**src/rtl/piso_pkg.sv**
```systemverilog
// Shared definitions for the frame scheduler feeding the LSB-first byte shifter.
package piso_pkg;

   localparam int NREQ_DEFAULT   = 2;
   localparam int MAXLEN_DEFAULT = 16;
   localparam int GAP_DEFAULT    = 2;
   localparam int BYTE_W         = 8;

   typedef enum logic [1:0] {
      S_IDLE,
      S_START,
      S_SHIFT,
      S_GAP
   } state_e;

endpackage

```
**src/rtl/piso_tx_sched_if.sv**
```systemverilog
// Requester byte streams plus the scheduler's shifter-side outputs.
// master = requester/sink side, slave = scheduler.
interface piso_tx_sched_if #(
   parameter int NREQ = piso_pkg::NREQ_DEFAULT
) ();
   import piso_pkg::*;

   logic [NREQ-1:0]        req_valid;
   logic [NREQ*BYTE_W-1:0] req_data;
   logic [NREQ-1:0]        req_last;
   logic [NREQ-1:0]        req_ready;
   logic [NREQ-1:0]        grant;
   logic                   load;
   logic [BYTE_W-1:0]      pi;
   logic                   crc_en;
   logic                   busy;
   logic                   err;

   modport master (
      output req_valid, req_data, req_last,
      input  req_ready, grant, load, pi, crc_en, busy, err
   );

   modport slave (
      input  req_valid, req_data, req_last,
      output req_ready, grant, load, pi, crc_en, busy, err
   );

endinterface

```
**src/rtl/rr_arbiter.sv**
```systemverilog
// Round-robin search: first requester at or after ptr (wrapping) wins.
module rr_arbiter #(
   parameter  int N  = 2,
   localparam int PW = (N > 1) ? $clog2(N) : 1
) (
   input  logic [N-1:0]  req,
   input  logic [PW-1:0] ptr,
   output logic [N-1:0]  gnt
);

   logic          found;
   logic [PW-1:0] idx;

   // Scan requesters starting at ptr and grant the first one found.
   always_comb begin
      // NOTE: every variable written here gets a default first, so no path leaves one unassigned and no latch is inferred.
      gnt   = '0;
      found = 1'b0;
      idx   = '0;
      for (int k = 0; k < N; k++) begin
         idx = PW'((int'(ptr) + k) % N);
         if (!found && req[idx]) begin
            gnt[idx] = 1'b1;
            found    = 1'b1;
         end
      end
   end

endmodule

```
**src/rtl/piso_tx_sched.sv**
```systemverilog
// Frame scheduler: picks a requester round-robin, streams its bytes into an
// 8-bit LSB-first shifter back-to-back, then idles GAP cycles between frames.
module piso_tx_sched
   import piso_pkg::*;
#(
   parameter int NREQ   = NREQ_DEFAULT,
   parameter int MAXLEN = MAXLEN_DEFAULT,
   parameter int GAP    = GAP_DEFAULT
) (
   input logic             clk,
   input logic             rst,
   piso_tx_sched_if.slave  bus
);

   localparam int PW      = $clog2(NREQ);
   localparam int CNT_MAX = (MAXLEN > GAP) ? MAXLEN : GAP;
   localparam int CW      = $clog2(CNT_MAX + 1);

   state_e            state_q, state_d;
   logic [2:0]        bc_q, bc_d;
   // nb counts bytes in SHIFT and is reused as the idle-cycle counter in GAP.
   logic [CW-1:0]     nb_q, nb_d;
   logic              last_q, last_d;
   logic [NREQ-1:0]   grant_q, grant_d;
   logic [PW-1:0]     ptr_q, ptr_d;
   logic              err_q, err_d;

   logic [NREQ-1:0]   arb_gnt;
   logic [PW-1:0]     owner_idx;
   logic [PW-1:0]     next_ptr;
   logic [BYTE_W-1:0] owner_data;
   logic              owner_valid;
   logic              owner_last;
   logic              ld;

   rr_arbiter #(.N(NREQ)) u_arb (
      .req (bus.req_valid),
      .ptr (ptr_q),
      .gnt (arb_gnt)
   );

   // Select the frame owner's byte, flags and index from the one-hot grant.
   always_comb begin
      owner_idx  = '0;
      owner_data = '0;
      for (int i = 0; i < NREQ; i++) begin
         if (grant_q[i]) begin
            owner_idx  = PW'(i);
            owner_data = bus.req_data[i*BYTE_W +: BYTE_W];
         end
      end
      owner_valid = |(bus.req_valid & grant_q);
      owner_last  = |(bus.req_last & grant_q);
      next_ptr    = (owner_idx == PW'(NREQ - 1)) ? '0 : owner_idx + PW'(1);
   end

   // Next-state logic and the combinational load strobe.
   always_comb begin
      state_d = state_q;
      bc_d    = bc_q;
      nb_d    = nb_q;
      last_d  = last_q;
      grant_d = grant_q;
      ptr_d   = ptr_q;
      err_d   = 1'b0;
      ld      = 1'b0;
      unique case (state_q)
         S_IDLE: begin
            if (|bus.req_valid) begin
               grant_d = arb_gnt;
               state_d = S_START;
            end
         end
         S_START: begin
            ld      = 1'b1;
            bc_d    = 3'd0;
            nb_d    = CW'(1);
            last_d  = owner_last;
            state_d = S_SHIFT;
         end
         S_SHIFT: begin
            bc_d = bc_q + 3'd1;
            if (bc_q == 3'd7) begin
               if (!last_q && nb_q != CW'(MAXLEN) && owner_valid) begin
                  ld     = 1'b1;
                  nb_d   = nb_q + CW'(1);
                  last_d = owner_last;
               end else begin
                  // Ending the frame: overlength or underrun also pulse err.
                  err_d   = !last_q;
                  state_d = S_GAP;
                  grant_d = '0;
                  nb_d    = '0;
                  // ptr is only consulted in IDLE, so advancing it here is
                  // equivalent to advancing it on the way out of GAP.
                  ptr_d   = next_ptr;
               end
            end
         end
         S_GAP: begin
            nb_d = nb_q + CW'(1);
            if (nb_q == CW'(GAP - 1)) begin
               nb_d    = '0;
               state_d = S_IDLE;
            end
         end
         default: state_d = S_IDLE;
      endcase
   end

   // State register with asynchronous active-low reset.
   always_ff @(posedge clk or negedge rst) begin
      if (!rst) begin
         state_q <= S_IDLE;
         bc_q    <= '0;
         nb_q    <= '0;
         last_q  <= 1'b0;
         grant_q <= '0;
         ptr_q   <= '0;
         err_q   <= 1'b0;
      end else begin
         // NOTE: non-blocking assignments so every register samples the pre-edge values.
         state_q <= state_d;
         bc_q    <= bc_d;
         nb_q    <= nb_d;
         last_q  <= last_d;
         grant_q <= grant_d;
         ptr_q   <= ptr_d;
         err_q   <= err_d;
      end
   end

   assign bus.load      = ld;
   assign bus.req_ready = ld ? grant_q : '0;
   assign bus.grant     = grant_q;
   assign bus.pi        = owner_data;
   assign bus.crc_en    = (state_q == S_SHIFT) && (nb_q >= CW'(2));
   assign bus.busy      = (state_q != S_IDLE);
   assign bus.err       = err_q;

endmodule

```
**src/flat_wrapper.sv**
```systemverilog
// flat-port wrapper written by rule: the top's interface ports become plain ports
module piso_tx_sched_flat import piso_pkg::*;
#(
   parameter int NREQ   = NREQ_DEFAULT,
   parameter int MAXLEN = MAXLEN_DEFAULT,
   parameter int GAP    = GAP_DEFAULT
)
  (clk, rst, bus_req_valid, bus_req_data, bus_req_last, bus_req_ready, bus_grant, bus_load, bus_pi, bus_crc_en, bus_busy, bus_err);
  piso_tx_sched_if #(.NREQ(NREQ)) bus_i ();
  input logic clk;
  input logic rst;
  input wire logic [$bits(bus_i.req_valid)-1:0] bus_req_valid;
  input wire logic [$bits(bus_i.req_data)-1:0] bus_req_data;
  input wire logic [$bits(bus_i.req_last)-1:0] bus_req_last;
  output wire logic [$bits(bus_i.req_ready)-1:0] bus_req_ready;
  output wire logic [$bits(bus_i.grant)-1:0] bus_grant;
  output wire logic [$bits(bus_i.load)-1:0] bus_load;
  output wire logic [$bits(bus_i.pi)-1:0] bus_pi;
  output wire logic [$bits(bus_i.crc_en)-1:0] bus_crc_en;
  output wire logic [$bits(bus_i.busy)-1:0] bus_busy;
  output wire logic [$bits(bus_i.err)-1:0] bus_err;
  assign bus_i.req_valid = bus_req_valid;
  assign bus_i.req_data = bus_req_data;
  assign bus_i.req_last = bus_req_last;
  assign bus_req_ready = bus_i.req_ready;
  assign bus_grant = bus_i.grant;
  assign bus_load = bus_i.load;
  assign bus_pi = bus_i.pi;
  assign bus_crc_en = bus_i.crc_en;
  assign bus_busy = bus_i.busy;
  assign bus_err = bus_i.err;
  piso_tx_sched #(.NREQ(NREQ), .MAXLEN(MAXLEN), .GAP(GAP)) u_core (.clk(clk), .rst(rst), .bus(bus_i));
endmodule
```
**config.mk**
```make
export PLATFORM = sky130hd
export DESIGN_NAME = piso_tx_sched_flat
export DESIGN_NICKNAME = d
export VERILOG_FILES = /design/src/rtl/piso_pkg.sv /design/src/rtl/piso_tx_sched_if.sv /design/src/rtl/rr_arbiter.sv /design/src/rtl/piso_tx_sched.sv /design/src/flat_wrapper.sv
export SDC_FILE = /design/constraint.sdc
export NUM_CORES = 1
export LEC_CHECK = 0
export CAP_MARGIN = 30
export CORE_MARGIN = 2
export CORE_UTILIZATION = 40
export CTS_BUF_LIST = sky130_fd_sc_hd__clkbuf_16
export DETAILED_ROUTE_END_ITERATION = 8
export PLACE_DENSITY = 0.75
export SYNTH_ARGS = -nofsm -noshare
export SYNTH_HDL_FRONTEND = slang
export SYNTH_HIERARCHICAL = 1
export SYNTH_SLANG_ARGS = --single-unit
```
**constraint.sdc**
```tcl
create_clock -name clk -period 1.7 [get_ports clk]
set_input_delay 0.255 -clock clk [delete_from_list [all_inputs] [get_ports clk]]
set_output_delay 0.255 -clock clk [all_outputs]
set_load 0.05 [all_outputs]
```
==> metrics.md <==
| Metric | Value |
|---|---|
| RSZ-0062 raised after global routing | `yes` |
| DIE AREA | `3100 sq um` |
| R2r worst-path depth | `6` |
| PnR Total Power | `3610 uW` |
| Final period utilization | `117%` |
| Clk_lat worst skew | `250 ps` |
| Final setup vio count | `10` |
| Critical path class | `register to primary output` |
| Worst Setup End Kind | `primary output` |
| Antenna Cells | `0` |
| Pre-CTS setup slack | `-170 ps` |
| Drc violations | `0` |
| Antenna violations before repair | `0` |
| Global placement routability congestion | `0.945` |
| Placed cell area | `1820 sq um` |
| Number of CTS-inserted buffers | `3` |
| Final WS setup | `-287 ps` |
| Via Count | `1201` |
| Max-slew violation count | `0` |
| Ratio of cells with drive above 1 in the final layout | `53.7%` |
| Gr usage total | `23.6%` |
| Synth warn | `6` |
| Status | `complete, but fails checks` |
| Area delta synth->final | `94.6%` |
| Top FF cell, synth | `dfrtp_1` |
| Synth cell types | `40` |
| Worst-path clk slew | `50 ps` |
| Hold Violations, Final | `0` |
| Worst R2R Start | `u_core/nb_q[1]` |
| Worst reg2reg endpoint | `u_core/nb_q[0]` |
| Routed WL per cell | `18.2 um` |
| Min-delay worst type | `primary input to async pin` |
| Final Cell Area | `2080 sq um` |
| Final ANT Viol Nets | `0` |
| Top cell type's share of synthesized area | `35.2%` |
| Std cell rows | `18` |
| Detailed Place HPWL | `2.60 mm` |
| Synth top area cells | `dfrtp_1 (35%), ha_1 (12%), a22o_1 (7.4%)` |
| H-tree Lvls | `1` |
| Rel. slew slack | `73.2%` |
| Setup TNS | `-1970 ps` |
| First-pass GRT wire length | `5.74 mm` |
| Post-synth EDFFs | `0` |
| Clock skew | `2.43 ps` |
| Critical path cell sequence | `ha_2 > ha_4 > nand2_2 > and4b_1 > o21ai_4 > nor2_4 > buf_12` |
| Drt pass-1 iters | `4` |
| Final min period | `1990 ps` |
| R2r setup slk | `-260 ps` |
| Synth top cells by count | `dfrtp_1 (15), inv_1 (12), ha_1 (10)` |
| Initial Util | `42.7%` |
| Hold Slack | `325 ps` |
| CTS sink cnt | `15` |
| CTS tree | `done` |
| Worst-Margin Slew | `402 ps` |
| Number of global-route vias before repair | `1134` |
| Maximum clock frequency | `503 MHz` |
| Drt via density | `5.80` |
| Leak | `0.000895 uW` |
| GRT overflow | `0` |
| Register area share after synthesis | `35.2%` |
| Avg Cell Area, Syn | `9.70 sq um` |
| Mapped Cells | `110` |
| Sw Pwr | `1620 uW` |
| Comb pwr share | `72.6%` |
| Drt initial violations | `42` |
| CP Data Required Time | `1440 ps` |
| Clock power frac | `12.8%` |
| Mapped Area | `1070 sq um` |
| Cell taking the most area after synthesis | `dfrtp_1` |
| Power Density | `1740 nW/um^2` |
| Crit path max fanout | `3` |
| Num ports | `38` |
| CP max stage delay | `380 ps` |
| Int Pwr | `1990 uW` |
| Die H | `55.7 um` |
| Core area | `2500 sq um` |
| Seq pwr share | `14.6%` |
| Largest net degree at the start of global routing | `16` |
| Asr flop ratio synth | `100%` |
| Clock Path Buffers | `2` |
| Setup crit start kind | `register` |
| Peak VDD IR | `0.00125 V` |
| Slowest CP cell | `dfrtp_1` |
| Fillers | `121` |
| Post-synthesis register bit count | `15` |
| Post-Syn Nets | `142` |
| Nets | `210` |
| Chip width | `55.7 um` |
| Hold buffers post-CTS | `0` |
| Max capacitance violation total | `0` |
| Clock root buffer | `clkbuf_16` |
| PortBufs | `37` |
| Routed WL | `3.77 mm` |
| Switching Fraction | `44.9%` |
| Crit path DAT | `1730 ps` |
| Violated checks | `negative setup slack` |
| Most frequent cell after synthesis | `dfrtp_1` |
==> sequential cells by signal, summed over array words and instances (netlist names) <==
name	cells
u_core/bc_q	3
u_core/bus.err	1
u_core/bus.grant	2
u_core/last_q	1
u_core/nb_q	5
u_core/ptr_q	1
u_core/state_q	2
==> cells in the final DEF, fill, tap and decap left out, drive strengths merged, types with 3 or more instances in the layout <==
cell	instances
inv	12
nand3	5
nand2	7
a22o	9
dfrtp	15
nor2b	4
buf	46
nor2	5
ha	10
clkbuf	3
a31oi	3
clkdlybuf4s50	21
o21ai	4
==> through the flow <==
stage          instances  utilization, %
4_1_cts              204            78.9
3_3_place_gp         197            72.7
2_1_floorplan        110               -
5_1_grt              207            83.1
6_report             207            83.1
3_5_place_dp         197            72.7
==> worst max path at each step <==
stage	from	endpoint	slack [ps]	cells after the start
after floorplan	u_core/nb_q[1]	u_core/nb_q[0]	-20	6
after global placement	bus_req_valid[0]	bus_req_ready[0]	-130	6
after detailed placement	bus_req_valid[0]	bus_req_ready[0]	-170	6
after CTS	u_core/bc_q[1]	bus_req_ready[1]	-300	7
after global routing	u_core/bc_q[1]	bus_req_ready[0]	-340	7
final	u_core/bc_q[1]	bus_req_ready[0]	-290	7
==> critical path: cells and delay by family (launching register included) <==
family	cells	cell delay (ps)
AOI/OAI and AO/OA	1	240
and+or+nand+nor	3	340
buffers and inverters	1	150
DFF	1	380
adders and majority gates	2	370
==> repair_timing <==
| item | 4_1_cts | 5_1_grt |
|---|---|---|
| resized for setup | 12 | 20 |
| cloned | 0 | 0 |
| pin swaps | 7 | 8 |
| setup buffers | 3 | 3 |
| endpoints found under the setup margin | 20 | 22 |
| endpoints found under the hold margin | 0 | 0 |
==> kinds of logic (layout without fill, tap and decap cells) <==
group	Yosys count	in the layout	share of synthesized area (%)
AOI/OAI and AO/OA	37	37	28.6
and+or+nand+nor	30	30	16.5
buffers and inverters	16	83	5.98
DFF	15	15	35.2
adders and majority gates	10	10	11.7
muxes	2	2	1.99
==> power groups by stage <==
stage / logic, uW / clock network [uW] / registers, uW
2_1_floorplan: 1280 / 0 / 561
3_3_place_gp: 2240 / 0 / 517
3_5_place_dp: 2290 / 0 / 522
4_1_cts: 2390 / 473 / 514
5_1_grt: 2730 / 496 / 537
6_report: 2620 / 461 / 526
==> area by class of cell <==
cell class                 count  area [sq um]  area share, %
inverter                      12          47.5           2.29
multi-input combinational     79           806           38.8
timing repair buffer          67           729           35.1
sequential                    15           377           18.1
tap                           30          37.5           1.81
clock buffer                   3          75.1           3.61
clock inverter                 1          5.00          0.241
==> layer usage <==
layer | GRT usage, % | routed length, um | vias up
met5 | 0 | 0 | -
met4 | 8.01 | 89 | 0
met3 | 4.42 | 209 | 11
met2 | 38.3 | 1900 | 45
met1 | 31.5 | 1580 | 592
li1 | - | - | 553
Power figures use the tool's default switching activity.
